==> config.mk <==
export PLATFORM = sky130hd
export DESIGN_NAME = dpram_burst_master
export DESIGN_NICKNAME = d
export VERILOG_FILES = /design/src/rtl/dpram_pkg.sv /design/src/rtl/dpram_rsp_fifo.sv /design/src/rtl/dpram_burst_master.sv
export SDC_FILE = /design/constraint.sdc
export NUM_CORES = 1
export LEC_CHECK = 0
export ABC_AREA = 1
export ABC_CLOCK_PERIOD_IN_PS = 2800
export CAP_MARGIN = 25
export CORE_MARGIN = 4
export CORE_UTILIZATION = 51
export CTS_CLUSTER_SIZE = 16
export DETAILED_ROUTE_END_ITERATION = 12
export GPL_ROUTABILITY_DRIVEN = 0
export PLACE_DENSITY_LB_ADDON = 0.15
export SLEW_MARGIN = 30
export SYNTH_ARGS = -nofsm -noshare
export SYNTH_HDL_FRONTEND = slang
export SYNTH_SLANG_ARGS = --single-unit
==> constraint.sdc <==
create_clock -name clk -period 2.8 [get_ports clk]
set_input_delay 0.28 -clock clk [delete_from_list [all_inputs] [get_ports clk]]
set_output_delay 0.28 -clock clk [all_outputs]
set_load 0.02 [all_outputs]
==> src/rtl/dpram_pkg.sv <==
// Shared types and default sizing for the dpram burst master and its response FIFO.
package dpram_pkg;

  localparam int DEF_ADDR_W    = 6;
  localparam int DEF_DATA_W    = 8;
  localparam int DEF_RSP_DEPTH = 4;

  typedef enum logic [1:0] {IDLE, WRITE, READ, DRAIN} state_t;

  typedef struct packed {
    logic [DEF_DATA_W-1:0] data;
    logic                  last;
  } rsp_entry_t;

endpackage

==> src/rtl/dpram_rsp_fifo.sv <==
// Synchronous FIFO for read responses; head is visible the cycle after a push.
// Pushes when full and pops when empty are dropped, but the credit logic upstream keeps that from happening.
module dpram_rsp_fifo
  import dpram_pkg::*;
#(
  parameter int  DEPTH = DEF_RSP_DEPTH,
  parameter type T     = rsp_entry_t
) (
  input  logic                   clk,
  input  logic                   rst_n,
  input  logic                   push,
  input  T                       push_data,
  input  logic                   pop,
  output T                       head,
  output logic                   empty,
  output logic [$clog2(DEPTH):0] count
);

  localparam int AW = $clog2(DEPTH);
  localparam int CW = AW + 1;

  T               mem [DEPTH];
  logic [AW-1:0]  wr_ptr;
  logic [AW-1:0]  rd_ptr;
  logic           do_push;
  logic           do_pop;

  assign do_push = push && (count != CW'(DEPTH));
  assign do_pop  = pop && (count != '0);
  assign empty   = (count == '0);
  assign head    = mem[rd_ptr];

  always_ff @(posedge clk or negedge rst_n) begin
    if (!rst_n) begin
      wr_ptr <= '0;
      rd_ptr <= '0;
      count  <= '0;
    end else begin
      if (do_push) wr_ptr <= wr_ptr + 1'b1;
      if (do_pop)  rd_ptr <= rd_ptr + 1'b1;
      case ({do_push, do_pop})
        2'b10:   count <= count + 1'b1;
        2'b01:   count <= count - 1'b1;
        default: count <= count;
      endcase
    end
  end

  // The storage is not reset. The reset pointers and count make any stale contents unreachable.
  always_ff @(posedge clk) begin
    if (do_push) mem[wr_ptr] <= push_data;
  end

endmodule

==> src/rtl/dpram_burst_master.sv <==
// Turns burst commands into single-beat dpram transactions, with reads returned via a credited response FIFO.
// The read data path adds one register; defining DPRAM_MASTER_WCHECK_EN adds a sticky write-readback check on err.
module dpram_burst_master
  import dpram_pkg::*;
#(
  parameter int ADDR_W    = DEF_ADDR_W,
  parameter int DATA_W    = DEF_DATA_W,
  parameter int RSP_DEPTH = DEF_RSP_DEPTH
) (
  input  logic              clk,
  input  logic              rst_n,
  input  logic              cmd_valid,
  output logic              cmd_ready,
  input  logic              cmd_we,
  input  logic [ADDR_W-1:0] cmd_addr,
  input  logic [ADDR_W-1:0] cmd_len,
  input  logic              wdata_valid,
  output logic              wdata_ready,
  input  logic [DATA_W-1:0] wdata,
  output logic              mem_valid,
  input  logic              mem_ready,
  output logic              mem_we,
  output logic [ADDR_W-1:0] mem_addr,
  output logic [DATA_W-1:0] mem_data,
  input  logic [DATA_W-1:0] mem_q,
  output logic              rsp_valid,
  input  logic              rsp_ready,
  output logic [DATA_W-1:0] rsp_data,
  output logic              rsp_last,
  output logic              busy,
  output logic              done,
  output logic              err
);

  typedef struct packed {
    logic [DATA_W-1:0] data;
    logic              last;
  } entry_t;

  localparam int CW = $clog2(RSP_DEPTH) + 1;

  state_t          state;
  logic [ADDR_W-1:0] addr;
  logic [ADDR_W:0] beats;
  logic            inflight;
  logic            inflight_last;
  logic [CW-1:0]   fifo_count;
  logic            fifo_empty;
  entry_t          head;
  entry_t          push_ent;
  logic [CW:0]     outstanding;
  logic            credit_ok;
  logic            mem_hs;
  logic            rsp_hs;
  logic            last_beat;

  // Count beats still in the memory pipe, not only those already queued, so the FIFO can never overflow.
  assign outstanding = {1'b0, fifo_count} + {{CW{1'b0}}, inflight};
  assign credit_ok   = outstanding < (CW+1)'(RSP_DEPTH);

  always_comb begin
    mem_valid   = 1'b0;
    wdata_ready = 1'b0;
    mem_data    = '0;
    case (state)
      WRITE: begin
        mem_valid   = wdata_valid;
        wdata_ready = mem_ready;
        mem_data    = wdata;
      end
      READ:    mem_valid = credit_ok;
      default: mem_valid = 1'b0;
    endcase
  end

  assign mem_we    = (state == WRITE);
  assign mem_addr  = addr;
  assign cmd_ready = (state == IDLE);
  assign busy      = (state != IDLE);
  assign mem_hs    = mem_valid && mem_ready;
  assign last_beat = (beats == (ADDR_W+1)'(1));

  assign rsp_valid = !fifo_empty;
  assign rsp_data  = head.data;
  assign rsp_last  = head.last;
  assign rsp_hs    = rsp_valid && rsp_ready;
  assign push_ent  = '{data: mem_q, last: inflight_last};

  always_ff @(posedge clk or negedge rst_n) begin
    if (!rst_n) begin
      state         <= IDLE;
      addr          <= '0;
      beats         <= '0;
      inflight      <= 1'b0;
      inflight_last <= 1'b0;
      done          <= 1'b0;
    end else begin
      done          <= 1'b0;
      inflight      <= 1'b0;
      inflight_last <= 1'b0;
      case (state)
        IDLE: if (cmd_valid) begin
          addr  <= cmd_addr;
          beats <= {1'b0, cmd_len} + 1'b1;
          state <= cmd_we ? WRITE : READ;
        end
        WRITE: if (mem_hs) begin
          addr  <= addr + 1'b1;
          beats <= beats - 1'b1;
          if (last_beat) begin
            state <= IDLE;
            done  <= 1'b1;
          end
        end
        READ: if (mem_hs) begin
          addr          <= addr + 1'b1;
          beats         <= beats - 1'b1;
          inflight      <= 1'b1;
          inflight_last <= last_beat;
          if (last_beat) state <= DRAIN;
        end
        DRAIN: if (rsp_hs && rsp_last) begin
          state <= IDLE;
          done  <= 1'b1;
        end
        default: state <= IDLE;
      endcase
    end
  end

  dpram_rsp_fifo #(
    .DEPTH (RSP_DEPTH),
    .T     (entry_t)
  ) u_rsp_fifo (
    .clk       (clk),
    .rst_n     (rst_n),
    .push      (inflight),
    .push_data (push_ent),
    .pop       (rsp_hs),
    .head      (head),
    .empty     (fifo_empty),
    .count     (fifo_count)
  );

`ifdef DPRAM_MASTER_WCHECK_EN
  logic              chk_pend;
  logic [DATA_W-1:0] chk_data;
  logic              err_q;

  always_ff @(posedge clk or negedge rst_n) begin
    if (!rst_n) begin
      chk_pend <= 1'b0;
      chk_data <= '0;
      err_q    <= 1'b0;
    end else begin
      chk_pend <= mem_hs && (state == WRITE);
      if (mem_hs && (state == WRITE)) chk_data <= wdata;
      if (chk_pend && (mem_q != chk_data)) err_q <= 1'b1;
    end
  end

  assign err = err_q;
`else
  assign err = 1'b0;
`endif

endmodule

==> flow_summary_export.csv <==
group,metric,value,unit
status,status,"completed",
power,ir_drop,647,uV
detailed_routing,dr.pass1.iters,4,
flow_run,drv_cap,0,
clocking,clockRootBuffer,"clkbuf_8",
critical_path,crit_slowest_cell,"clkdlybuf4s50_1",
logic_synthesis,synthesis.area,3190,um^2
clocking,cts_tree,"yes",
detailed_routing,drc,0,
detailed_routing,vias,2443,
floorplanning,start_util,53.3,%
timing,fin_worst_skew,0.00717,ns
timing,fin_crit_sh,89.0,%
global_routing,grt_pass1_vias,2404,
clocking,hold_buffers,0,
timing,hold_ws,0.306,ns
logic_synthesis,post_synth_num_cell_types,36,
logic_synthesis,synth_top_family_by_area,"simple AND/OR/NAND/NOR gates",
timing,fin_crit,2.49,ns
critical_path,crit_required,2.52,ns
power,p_total,4270,uW
timing,relSlewSlack,65.5,%
logic_synthesis,synthSimpleGateAreaFrac,19.5,%
place,port_buffers,64,
timing,rsz0062_at_grt,"no",
logic_synthesis,synth_top_area_cell,"edfxtp_1",
logic_synthesis,synthMuxAreaShare,0.627,%
global_routing,grt_pass1_wl,11000,um
cells_and_area,fin_area,4090,um^2
floorplanning,dieArea,7590,um^2
timing,finalMaxSlewViolations,0,
clocking,htree_levels,3,
hold_path,hold_path.class,"input port to asynchronous set/reset pin",
clocking,clk_pin_slew,0.07,ns
critical_path,max_stage_delay,0.63,ns
logic_synthesis,synth_area_leaders,"edfxtp_1 34%, dfrtp_1 20%, nand2_1 7.3%, ha_1 5.1%, inv_1 4.6%",
clocking,numCtsBuffers,9,
timing,fmax,0.401,GHz
timing,finalHoldViolCount,0,
cells_and_area,antenna-diode-count,0,
detailed_routing,postRouteAntennaNets,0,
global_routing,antenna_found_initial,0,
logic_synthesis,synth_top_area_share,33.8,%
floorplanning,row_count,28,
logic_synthesis,synth-xor-area-share,2.47,%
place,postPlaceCellArea,3910,um^2
detailed_routing,drt_iter0_drc,116,
logic_synthesis,ys_seq_area_share,53.4,%
logic_synthesis,synth_edf_count,36,
global_routing,gr-total-overflow,0,
cells_and_area,syn2layout_area_growth,27.9,%
clocking,clk_latency,0.33,ns
logic_synthesis,synth_seq_cells,61,
detailed_routing,drt_wl_total,6590,um
floorplanning,die_w,87.1,um
critical_path,crit_path_start_kind,"register",
clocking,post-cts-setup-buffer-count,0,
critical_path,timing_worst_setup_path_type,"register to output port",
logic_synthesis,yosysMostFrequentCell,"nand2_1",
power,leakage,0.00174,uW
logic_synthesis,synthCells,335,
global_routing,grt_max_degree,26,
logic_synthesis,synthAdderAreaFrac,5.72,%
clocking,cts_resized,0,
power,p_per_area,1050,nW/um^2
clocking,clock-sinks,61,
cells_and_area,final_nets,455,
critical_path,worst_ep_arrival_time,2.21,ns
critical_path,cp-end-kind,"output port",
floorplanning,die_h,87.1,um
detailed_routing,vias_per_cell,5.03,
logic_synthesis,ys.warnings.count,0,
cells_and_area,layout-drive-gt1-share,11.9,%
logic_synthesis,async_flop_share,41.0,%
clocking,clockBufferDepth,2,
logic_synthesis,syn-num-nets,384,
logic_synthesis,ys.flop_type,"edfxtp_1",
logic_synthesis,yosys-top-cells-count,"62 x nand2_1, 39 x inv_1, 36 x edfxtp_1, 36 x nor2_1, 29 x o21ai_0",
place,hpwl,4860,um
timing,tns,0,ns
critical_path,cp_max_fo,13,
timing,worst_pin_slew,0.517,ns
global_routing,grt_usage,18.9,%
floorplanning,core,5990,um^2
timing,setup_viol,0,
logic_synthesis,avgSynthCellArea,9.54,um^2
critical_path,path_cells,"inv_1 > ha_1 > nand2_1 > a21oi_1 > clkdlybuf4s50_1",
detailed_routing,routedWlPerCell,13.6,um
logic_synthesis,synth_compound_area_share,11.0,%
floorplanning,io_pins,66,
## layer usage
metal	share of wire (%)	vias to the layer above	global-route usage [%]
met3	6.7	6	5.39
met1	45	1126	24.2
met2	48	65	30.7
met5	0	-	0
li1	-	1246	-
met4	0.93	0	6.83
## path summary, 6_finish.rpt
check                                     from  slack, ns  cells after the start                   end
max                                   state[1]       0.31                      5             mem_valid
min                                      rst_n       0.31                      2  u_rsp_fifo.rd_ptr[1]
max reg2reg                u_rsp_fifo.count[0]       0.62                      9   u_rsp_fifo.count[2]
min reg2reg                           beats[1]       0.50                      2              beats[1]
max in group asynchronous                rst_n       2.23                      2              beats[2]
min in group clk                      beats[1]       0.50                      2              beats[1]
## state kept, by name, indices dropped and copies added (netlist names)
register,cells
u_rsp_fifo.wr_ptr,2
done,1
state,2
beats,7
inflight_last,1
u_rsp_fifo.rd_ptr,2
inflight,1
u_rsp_fifo.mem,36
mem_addr,6
u_rsp_fifo.count,3
## cell type report
cell class,count,area [um^2]
Timing Repair Buffer,71,693
Clock buffer,9,124
Fill cell,487,1910
Clock inverter,7,50.0
Sequential cell,61,1710
Inverter,42,158
Multi-Input combinational cell,221,1260
Tap cell,75,93.8
## through the flow
stage / setup slack [ns] / util [%] / cells
finish: 0.309 / 68.2 / 486
global route: 0.146 / 68.2 / 486
floorplan: 0.818 / - / 335
detailed placement: 0.632 / 65.3 / 470
CTS: 0.279 / 68.2 / 486
global placement: 0.693 / 65.3 / 470
## worst max-delay path, delay by kind of cell, from the launching register on
kind / cells / cell delay, ns
AO/OA/AOI/OAI: 1 / 0.17
flip-flops: 1 / 0.41
adder cells (fa/ha/maj): 1 / 0.41
AND/OR/NAND/NOR: 1 / 0.18
buffers and inverters: 2 / 0.72
## kinds of logic (layout without fill, tap and decap cells)
| kind of cell | after synthesis | after routing |
|---|---|---|
| xor+xnor | 9 | 9 |
| flops | 61 | 61 |
| simple gates | 138 | 138 |
| fa+ha+maj | 14 | 14 |
| compound gates | 57 | 57 |
| other cells | 1 | 1 |
| mux | 2 | 2 |
| buf+inv | 53 | 129 |
## report_power, final
part	switching [uW]	internal (uW)	leakage (uW)
clock network	354	321	0.0000816
registers	163	1130	0.000627
logic	1380	921	0.00103
total	1900	2370	0.00174
## cell usage in the layout, fill, tap and decap left out, drive strengths merged
cell            n
a21oi          13
xor2            8
clkinv          3
and2            1
clkinvlp        3
edfxtp         36
o22ai           8
nor2           41
nand2          65
conb            1
nand3          25
o21ai          36
nor4            1
mux2i           2
dfrtp          25
clkdlybuf4s50  64
clkbuf          9
nor3            1
buf             7
nand4           3
xnor2           1
or2             1
inv            43
ha             13
fa              1
(Power assumes the default switching activity.)
